<file path="config.mk">
export PLATFORM = sky130hd
export DESIGN_NAME = node_driver
export DESIGN_NICKNAME = d
export VERILOG_FILES = /design/src/rtl/node_pkg.sv /design/src/rtl/node_operand_table.sv /design/src/rtl/node_driver.sv
export SDC_FILE = /design/constraint.sdc
export NUM_CORES = 1
export LEC_CHECK = 0
export BUFFER_PORTS_ARGS = -buffer_cell sky130_fd_sc_hd__buf_2
export CORE_MARGIN = 4
export CORE_UTILIZATION = 55
export DETAILED_ROUTE_END_ITERATION = 8
export PLACE_DENSITY = 0.75
export SKIP_LAST_GASP = 1
export SLEW_MARGIN = 20
export SYNTH_ARGS = -nofsm -noshare
export SYNTH_HDL_FRONTEND = slang
export SYNTH_SLANG_ARGS = --single-unit
</file>
<file path="constraint.sdc">
create_clock -name clk -period 4.8 [get_ports clk]
set_clock_uncertainty 0.15 [all_clocks]
set_input_delay 0.96 -clock clk [delete_from_list [all_inputs] [get_ports clk]]
set_output_delay 0.96 -clock clk [all_outputs]
set_load 0.005 [all_outputs]
</file>
<file path="src/rtl/node_pkg.sv">
// node_pkg: shared widths, operand-field selectors and driver state encoding
package node_pkg;
  localparam int W_DEF = 10;
  localparam logic [1:0] FLD_A  = 2'd0;
  localparam logic [1:0] FLD_B  = 2'd1;
  localparam logic [1:0] FLD_MA = 2'd2;
  localparam logic [1:0] FLD_MB = 2'd3;
  typedef enum logic [2:0] {IDLE, ISSUE, WAIT, OUT, FIN} state_t;
endpackage

</file>
<file path="src/rtl/node_operand_table.sv">
// node_operand_table: DEPTH x 4 operand register file, one write port, one full-entry read port
module node_operand_table
  import node_pkg::*;
#(
  parameter int WIDTH = W_DEF,
  parameter int DEPTH = 8
) (
  input  logic                     clk,
  input  logic                     we_i,
  input  logic [$clog2(DEPTH)-1:0] wr_addr_i,
  input  logic [1:0]               wr_field_i,
  input  logic [WIDTH-1:0]         wr_data_i,
  input  logic [$clog2(DEPTH)-1:0] rd_addr_i,
  output logic [WIDTH-1:0]         rd_a_o,
  output logic [WIDTH-1:0]         rd_b_o,
  output logic [WIDTH-1:0]         rd_ma_o,
  output logic [WIDTH-1:0]         rd_mb_o
);
  logic [WIDTH-1:0] mem_q [DEPTH][4];
  // Contents survive reset on purpose: a reset aborts a run, not the loaded job table
  always_ff @(posedge clk)
    if (we_i) mem_q[wr_addr_i][wr_field_i] <= wr_data_i;
  assign rd_a_o  = mem_q[rd_addr_i][FLD_A];
  assign rd_b_o  = mem_q[rd_addr_i][FLD_B];
  assign rd_ma_o = mem_q[rd_addr_i][FLD_MA];
  assign rd_mb_o = mem_q[rd_addr_i][FLD_MB];
endmodule

</file>
<file path="src/rtl/node_driver.sv">
// node_driver: issues stored operand sets to a node, waits its latency and streams results out
module node_driver
  import node_pkg::*;
#(
  parameter int WIDTH    = W_DEF,
  parameter int DEPTH    = 8,
  parameter int NODE_LAT = 2
) (
  input  logic                     clk,
  input  logic                     rst,
  input  logic                     wr_en,
  input  logic [$clog2(DEPTH)-1:0] wr_addr,
  input  logic [1:0]               wr_field,
  input  logic [WIDTH-1:0]         wr_data,
  input  logic                     start,
  input  logic [$clog2(DEPTH):0]   len,
  output logic [WIDTH-1:0]         node_a,
  output logic [WIDTH-1:0]         node_b,
  output logic [WIDTH-1:0]         node_multa,
  output logic [WIDTH-1:0]         node_multb,
  output logic                     node_valid,
  input  logic [WIDTH-1:0]         node_result,
  output logic                     res_valid,
  input  logic                     res_ready,
  output logic [WIDTH-1:0]         res_data,
  output logic [$clog2(DEPTH)-1:0] res_idx,
  output logic                     busy,
  output logic                     done
);
  localparam int AW = $clog2(DEPTH);
  localparam int LW = AW + 1;
  localparam int CW = $clog2(NODE_LAT + 1);
  state_t state_q, state_d;
  logic [AW-1:0] idx_q;
  logic [LW-1:0] len_q;
  logic [CW-1:0] cnt_q;
  logic [WIDTH-1:0] a_q, b_q, ma_q, mb_q;
  logic [WIDTH-1:0] rd_a, rd_b, rd_ma, rd_mb;
  logic lat_done, last;
  assign lat_done = cnt_q == CW'(NODE_LAT - 1);
  assign last     = LW'(idx_q) == len_q - LW'(1);
  node_operand_table #(.WIDTH(WIDTH), .DEPTH(DEPTH)) u_table (
    .clk       (clk),
    .we_i      (wr_en && state_q == IDLE),
    .wr_addr_i (wr_addr),
    .wr_field_i(wr_field),
    .wr_data_i (wr_data),
    .rd_addr_i (idx_q),
    .rd_a_o    (rd_a),
    .rd_b_o    (rd_b),
    .rd_ma_o   (rd_ma),
    .rd_mb_o   (rd_mb)
  );
  // State register
  always_ff @(posedge clk)
    if (rst) state_q <= IDLE;
    else     state_q <= state_d;
  // Next-state: one ISSUE/WAIT/OUT loop per entry, FIN once per run
  always_comb begin
    state_d = state_q;
    case (state_q)
      IDLE:    if (start) state_d = (len == '0) ? FIN : ISSUE;
      ISSUE:   state_d = WAIT;
      WAIT:    if (lat_done) state_d = OUT;
      OUT:     if (res_ready) state_d = last ? FIN : ISSUE;
      default: state_d = IDLE;
    endcase
  end
  // Operands come straight from the table during ISSUE so a write in the start cycle is seen
  always_comb begin
    node_valid = state_q == ISSUE;
    busy       = state_q != IDLE;
    done       = state_q == FIN;
    node_a     = node_valid ? rd_a  : a_q;
    node_b     = node_valid ? rd_b  : b_q;
    node_multa = node_valid ? rd_ma : ma_q;
    node_multb = node_valid ? rd_mb : mb_q;
  end
  // Run bookkeeping, operand hold registers, latency counter and result register
  always_ff @(posedge clk)
    if (rst) begin
      idx_q     <= '0;
      len_q     <= '0;
      cnt_q     <= '0;
      a_q       <= '0;
      b_q       <= '0;
      ma_q      <= '0;
      mb_q      <= '0;
      res_valid <= 1'b0;
      res_data  <= '0;
      res_idx   <= '0;
    end else begin
      if (state_q == IDLE && start) begin
        len_q <= (len > LW'(DEPTH)) ? LW'(DEPTH) : len;
        idx_q <= '0;
      end
      if (state_q == ISSUE) begin
        a_q   <= rd_a;
        b_q   <= rd_b;
        ma_q  <= rd_ma;
        mb_q  <= rd_mb;
        cnt_q <= '0;
      end
      if (state_q == WAIT) begin
        cnt_q <= cnt_q + CW'(1);
        if (lat_done) begin
          res_data  <= node_result;
          res_idx   <= idx_q;
          res_valid <= 1'b1;
        end
      end
      if (state_q == OUT && res_ready) begin
        res_valid <= 1'b0;
        if (!last) idx_q <= idx_q + AW'(1);
      end
    end
endmodule

</file>
# Word-level counts from Yosys, hierarchy flattened

Memory sizes are Yosys's and may differ from the RTL's. A register that Yosys moved wholly into a read port is not among the register bits.
Cells that the tools add are included.

Bits in registers: 66
Memory bits (writable): 320
Input bits: 34
Output and inout port bits: 57
Logic and storage cells: 60
Memories kept: 1

Add/sub/neg operators: 3
$lt $le $gt $ge: 3
Eq/ne operators: 9
Muxes and demuxes: 21
Bitwise logic cells: 1
Reductions and logical operators: 11

Memories:

| memory        | words | bits a word | read ports | clocked after memory_dff | write ports | RTL line                 | source |
|---|---|---|---|---|---|---|---|
| u_table.mem_q | 8     | 40          | 1          | 1                        | 1           | node_operand_table.sv:19 | `logic [WIDTH-1:0] mem_q [DEPTH][4];` |

Operator list:

| operator                                                   | count |
|---|---|
| 2-to-1 mux 10 bit                                          | 5 |
| 2-to-1 mux 40 bit                                          | 1 |
| 2-to-1 mux 3 bit                                           | 9 |
| demux 10 bit (select 2 bit)                                | 1 |
| case mux 3 bit (4 select lines)                            | 1 |
| equality test 3 x 2 -> 1 bit, second input constant        | 2 |
| != test 2 bit, second input constant                       | 3 |
| equality test 3 x 4 -> 1 bit                               | 1 |
| > comparator 4 bit, second input constant                  | 1 |
| logical AND 1 bit                                          | 4 |
| zero test 4 bit                                            | 1 |
| 2-to-1 mux 2 bit                                           | 2 |
| 2-to-1 mux 4 bit                                           | 1 |
| subtractor 4 x 1 -> 4 bit, second input constant           | 1 |
| adder 3 x 1 -> 3 bit, second input constant                | 1 |
| equality test 3 x 1 -> 1 bit, second input constant        | 1 |
| equality test 3 bit, second input constant                 | 1 |
| greater-or-equal comparator 3 bit, second input constant   | 1 |
| zero test 3 bit                                            | 1 |
| less-than comparator 3 x 1 -> 1 bit, second input constant | 1 |
| NOT 2 -> 3 bit                                             | 1 |
| AND reduction 3 bit                                        | 1 |
| nonzero test 3 bit                                         | 1 |
| adder 2 x 1 -> 2 bit, second input constant                | 1 |
| 5 further kinds                                            | 5 |

# Logic depth before layout (Yosys ltp)

Gate-level depths: netlist (run 1).

Depth in word-level cells: 6
Mapped depth: 7

# Modules after synthesis

A second synthesis (run 1) with hierarchy kept.

Cell total of the unflattened synthesis: 783
Area total of the unflattened synthesis: 15312.2 µm²

By module, submodules not included:

| module             | times used | cells each | area each (µm²) | seq. area each (µm²) |
|---|---|---|---|---|
| node_operand_table | 1          | 507        | 12524.5         | 9609.2 |
| node_driver        | 1          | 276        | 2787.7          | 1321.3 |

# Worst setup path before layout (run 1)

Ideal clock, no wire load.

Path type: register to output
Start: register idx_q[0] (netlist name)
End: output node_a[0]
Data arrival time: 1.468 ns
Setup slack: 2.222 ns
Cell stages (with the launch flop): 6
Path through: dfxtp_1 -> buf_4 -> buf_4 -> mux4_2 -> mux2i_1 -> a21oi_1

RTL lines:

| item             | RTL line          | source |
|---|---|---|
| end: declaration | node_driver.sv:17 | `output logic [WIDTH-1:0] node_a,` |

==> results of run 1 <==
layout make-up:
cell class              count  area share (%)
inverters                   4          0.0891
multi-input cells         406            22.0
repair buffers            102            3.21
well taps                 335            2.49
clock buffers              53            6.40
diodes                      1          0.0149
clock inverters            17           0.869
flip-flops and latches    386            65.0
path summary, 6_finish.rpt:
path	start	end	slack, ns	depth (start not counted)
worst max-delay path	idx_q[0]	node_b[0]	0.84	5
worst min-delay path	res_data[2]	res_data[2]	0.30	2
worst max register to register	state_q[1]	u_table.mem_q[4][35]	1.39	4
worst min register to register	res_data[2]	res_data[2]	0.30	2
Yosys cell counts (3+ instances only):
master,n
a21oi_1,61
buf_1,3
buf_2,13
buf_4,7
clkbuf_1,22
dfxtp_1,66
edfxtp_1,320
ha_1,3
inv_1,4
mux2i_1,41
mux4_2,80
nand2_1,43
nand3_1,6
nand3b_1,3
nor2_1,86
nor2b_1,41
nor3_1,3
nor3b_1,4
o21ai_0,4
xor2_1,3
power by group through the flow:
stage / Sequential [mW] / Clock [mW] / Combinational (mW)
floorplan: 3.81 / 0 / 0.333
global placement: 3.82 / 0 / 0.543
detailed placement: 3.83 / 0 / 0.557
CTS: 3.76 / 2.95 / 0.563
global route: 3.76 / 3.09 / 0.628
finish: 3.76 / 2.88 / 0.555
routing by layer:
| metal | global-route usage (%) | up-vias | share of wire, % |
|---|---|---|---|
| met1 | 28.3 | 3827 | 42 |
| met3 | 4.21 | 52 | 7.5 |
| met2 | 33.4 | 270 | 49 |
| li1 | - | 3452 | - |
| met5 | 0 | - | 0.15 |
| met4 | 4.61 | 8 | 1.9 |
kinds of logic (layout without fill, tap and decap cells):
kind of cell	Yosys count	after routing	synth area share, %
other cells	0	1	0
simple gates	202	202	6.44
compound gates	75	75	2.86
xor+xnor	4	4	0.236
buf+inv	50	176	1.60
fa+ha+maj	3	3	0.253
flops	386	386	73.6
mux	122	122	15.0
stage by stage:
step	hold WS, ns	cells	power [mW]	area (sq um)
floorplan	0.303	842	4.14	14800
global placement	0.288	1233	4.37	15600
detailed placement	0.294	1233	4.39	15600
CTS	0.303	1303	7.27	16800
global route	0.324	1303	7.48	16800
finish	0.302	1304	7.20	16800
flip-flops by register name, indices dropped and copies added (netlist names):
signal         count
res_valid          1
len_q              4
res_idx            3
mb_q              10
idx_q              3
state_q            3
res_data          10
b_q               10
u_table.mem_q    320
ma_q              10
cnt_q              2
a_q               10
worst max-delay path, cell delays in order (launching register included):
cell,delay (ns)
dfxtp_4,0.86
buf_4,0.37
mux4_2,0.55
mux2i_1,0.25
a21oi_1,0.13
buf_2,0.15
==> flow_metrics.env, run 1 <==
export IMPL_outcome="completed"
export IMPL_critPathLaunchType="flip-flop"
export IMPL_clkTransAtPathRegs_ns=0.06
export IMPL_first_iter_violations=540
export IMPL_dp_hpwl_mm=16.8
export IMPL_drc=0
export IMPL_ant_nets=0
export IMPL_p_int_mw=5.63
export IMPL_ys_async_sr_fraction_pct=0
export IMPL_die_area_sq_mm=0.0297
export IMPL_fin_nets=976
export IMPL_grt_pass1_wl_mm=45.2
export IMPL_gr_usage_all_layers_pct=20.2
export IMPL_tns_ns=0
export IMPL_crit_fanout=40
export IMPL_end_kind="output port"
export IMPL_ys_warn_count=0
export IMPL_syn_nets=879
export IMPL_start_util_pct=56.5
export IMPL_tightest_slew_ns=1.10
export IMPL_worstHoldPathType="flip-flop to flip-flop"
export IMPL_multiInputGateArea_sq_mm=0.00370
export IMPL_grt_max_degree=63
export IMPL_viasPerCell=5.84
export IMPL_core_area_sq_mm=0.0263
export IMPL_p_seq_share_pct=52.2
export IMPL_relSlewSlack_pct=26.2
export IMPL_grt_pass1_vias=7766
export IMPL_rsz0062_at_grt="false"
export IMPL_clkLatencyLatePin_ns=0.52
export IMPL_port_buffers=90
export IMPL_cts_buffer_depth=3
export IMPL_num_rows=59
export IMPL_cts_resized=0
export IMPL_antenna_found_initial=5
export IMPL_die_w_microns=172
export IMPL_cts_buffers_inserted=39
export IMPL_post_cts_setup_buffers=0
export IMPL_p_leak_nw=5.44
export IMPL_synth_area_leaders="edfxtp_1, mux4_2, dfxtp_1, mux2i_1, nor2_1"
export IMPL_gp_congestion=0.757
export IMPL_p_switching_mw=1.56
export IMPL_pwr_share_clk_pct=40.1
export IMPL_mostFrequentLayoutCells="edfxtp_1, buf_2, mux4_2"
export IMPL_period_share_pct=82.5
export IMPL_ys_seq_elements=386
export IMPL_final_common_cell="edfxtp_1"
export IMPL_cts_hold_buffers=0
export IMPL_critPathKind="flip-flop to output port"
export IMPL_fin_util_pct=64.1
export IMPL_setup_viol=0
export IMPL_irDropWorstVdd_mv=0.327
export IMPL_vias=7609
export IMPL_drive_gt1_share_pct=26.2
export IMPL_ff_latch_area_sq_mm=0.0109
export IMPL_routedWlPerCell_microns=22.3
export IMPL_yosys_area_top_type="edfxtp_1"
export IMPL_slew_violations=0
export IMPL_max_freq_ghz=0.253
export IMPL_cp_data_arrival_time_ns=2.85
export IMPL_worst_slack_ns=0.841
export IMPL_cts_root_buf="clkbuf_16"
export IMPL_p_comb_share_pct=7.7
export IMPL_synth_seq_area_share_pct=73.6
export IMPL_nFillCells=1805
export IMPL_ys_types=42
export IMPL_synthFlopType="edfxtp_1"
export IMPL_p_per_area_mw_per_mm2=427
export IMPL_htree_levels=2
export IMPL_maxCapViolCount=0
export IMPL_syn_area_sq_mm=0.0148
export IMPL_cts_tree="built"
export IMPL_clock_sinks=386
export IMPL_drt_wl_total_mm=29.1
export IMPL_syn_inst=842
export IMPL_pin_count=91
export IMPL_area_growth_pct=13.5
export IMPL_place_ws_ns=1.37
export IMPL_firstDrtPassIters=4
export IMPL_min_period_ns=3.96
export IMPL_synth_top_area_share_pct=64.7
export IMPL_synth_edf_count=320
export IMPL_die_y_microns=172
export IMPL_cp_required_ns=3.69
export IMPL_netSwitchingFraction_pct=21.7
export IMPL_avgSynthCellArea_sq_um=17.6
export IMPL_gr_total_overflow=0
export IMPL_timing_final_hold_violations=0
No activity file was read; power rests on OpenSTA's default activity.
==> inputs of run 2 (changes only) <==
CORE_UTILIZATION = 54   (was 55)
PLACE_DENSITY = 0.77   (was 0.75)
clock period = 3.5 ns   (was 4.8 ns; I/O delays follow)
==> flow_metrics.env, run 2 (synthesis results as in run 1) <==
export IMPL_outcome="completed"
export IMPL_setup_viol=0
export IMPL_area_growth_pct=16.6
export IMPL_min_period_ns=3.20
export IMPL_cts_buffers_inserted=40
export IMPL_antenna_found_initial=5
export IMPL_fin_util_pct=64.1
export IMPL_die_w_microns=174
export IMPL_grt_pass1_vias=7812
export IMPL_die_area_sq_mm=0.0302
export IMPL_maxCapViolCount=0
export IMPL_cts_tree="built"
export IMPL_dp_hpwl_mm=16.7
export IMPL_max_freq_ghz=0.312
export IMPL_viasPerCell=5.77
export IMPL_rsz0062_at_grt="false"
export IMPL_ant_nets=0
export IMPL_final_common_cell="edfxtp_1"
export IMPL_num_rows=60
export IMPL_critPathKind="flip-flop to output port"
export IMPL_port_buffers=90
export IMPL_irDropWorstVdd_mv=0.404
export IMPL_crit_start="idx_q[0]"
export IMPL_drt_wl_total_mm=29.6
export IMPL_grt_pass1_wl_mm=45.9
export IMPL_htree_levels=2
export IMPL_tightest_slew_ns=0.685
export IMPL_gp_congestion=0.786
export IMPL_drive_gt1_share_pct=28.2
export IMPL_fin_nets=1007
export IMPL_clkTransAtPathRegs_ns=0.06
export IMPL_max_flop_register="u_table.mem_q"
export IMPL_cts_root_buf="clkbuf_16"
export IMPL_start_util_pct=54.9
export IMPL_largest_reg_flops=320
export IMPL_tns_ns=0
export IMPL_mostFrequentLayoutCells="edfxtp_1, buf_2, nor2_1"
export IMPL_timing_final_hold_violations=0
export IMPL_cts_resized=0
export IMPL_r2r_start="len_q[0]"
export IMPL_slew_violations=0
export IMPL_drc=0
export IMPL_cp_required_ns=2.65
export IMPL_first_iter_violations=584
export IMPL_end_kind="output port"
export IMPL_cts_buffer_depth=3
export IMPL_period_share_pct=91.5
export IMPL_pin_count=91
export IMPL_min_delay_start="node_result[0]"
export IMPL_crit_fanout=36
export IMPL_design_area_sq_mm=0.0173
export IMPL_clkLatencyLatePin_ns=0.54
export IMPL_vias=7767
export IMPL_die_y_microns=174
export IMPL_core_area_sq_mm=0.0270
export IMPL_p_leak_nw=5.70
export IMPL_routedWlPerCell_microns=22.0
export IMPL_p_per_area_mw_per_mm2=598
export IMPL_place_ws_ns=0.831
export IMPL_critPathLaunchType="flip-flop"
export IMPL_firstDrtPassIters=5
export IMPL_worst_slack_ns=0.296
export IMPL_whs_ns=0.256
export IMPL_postPlaceCellArea_sq_mm=0.0159
export IMPL_cp_data_arrival_time_ns=2.35
export IMPL_gr_usage_all_layers_pct=19.7
export IMPL_relSlewSlack_pct=54.3
export IMPL_post_cts_setup_buffers=0
export IMPL_gr_total_overflow=0
export IMPL_clock_sinks=386
export IMPL_grt_max_degree=82
export IMPL_cts_hold_buffers=0
export IMPL_worstHoldPathType="input pin to flip-flop"
## run 2: changes by cell type in the layout (fill, tap and decap cells not counted), moves of 2 or more
cell,before,now
buf_4,12,36
nor2_1,78,86
nor2_2,8,0
buf_12,0,6
bufinv_16,2,5
clkbuf_1,9,7
clkbuf_16,39,41
clkbuf_8,5,7
clkinv_4,2,0
clkinvlp_4,0,2
diode_2,1,3
inv_16,0,2
## run 2: through the flow
| stage | power (mW) | instances |
|---|---|---|
| global route | 10.7 | 1345 |
| detailed placement | 6.03 | 1269 |
| global placement | 6.01 | 1269 |
| CTS | 10.4 | 1343 |
| floorplan | 5.68 | 842 |
| finish | 10.3 | 1346 |
## run 2: path summary, 6_finish.rpt
kind,endpoint,slack (ns),depth (start not counted)
max,node_multb[6],0.30,5
min,res_data[0],0.26,3
max reg2reg,idx_q[0],1.15,7
min reg2reg,res_data[2],0.30,2
## run 2: worst max-delay path, stage by stage, from the launching register on
cell     delay [ns]
dfxtp_4        0.38
buf_12         0.28
mux4_2         0.53
mux2i_1        0.33
a21oi_1        0.14
buf_2          0.15
## run 2: report_power, final
| group | internal (mW) | switching [mW] | leakage [nW] |
|---|---|---|---|
| sequential | 5.09 | 0.0414 | 3.42 |
| clock | 2.69 | 1.72 | 0.685 |
| combinational | 0.334 | 0.467 | 1.59 |
## run 2: final cells by class
| cell class | instances | area, sq um |
|---|---|---|
| sequential | 386 | 10900 |
| tap | 341 | 427 |
| antenna | 3 | 7.51 |
| inverter | 4 | 15.0 |
| timing repair buffer | 132 | 841 |
| clock inverter | 19 | 254 |
| fill | 1832 | 9710 |
| multi-input combinational | 406 | 3680 |
| clock buffer | 55 | 1150 |
## run 2: per-layer routing
layer	vias up	global-route usage [%]	wire (microns)
met2	268	32.7	14800
li1	3531	-	-
met3	50	4.08	1910
met4	6	4.72	519
met1	3912	27.3	12300
met5	-	0	45
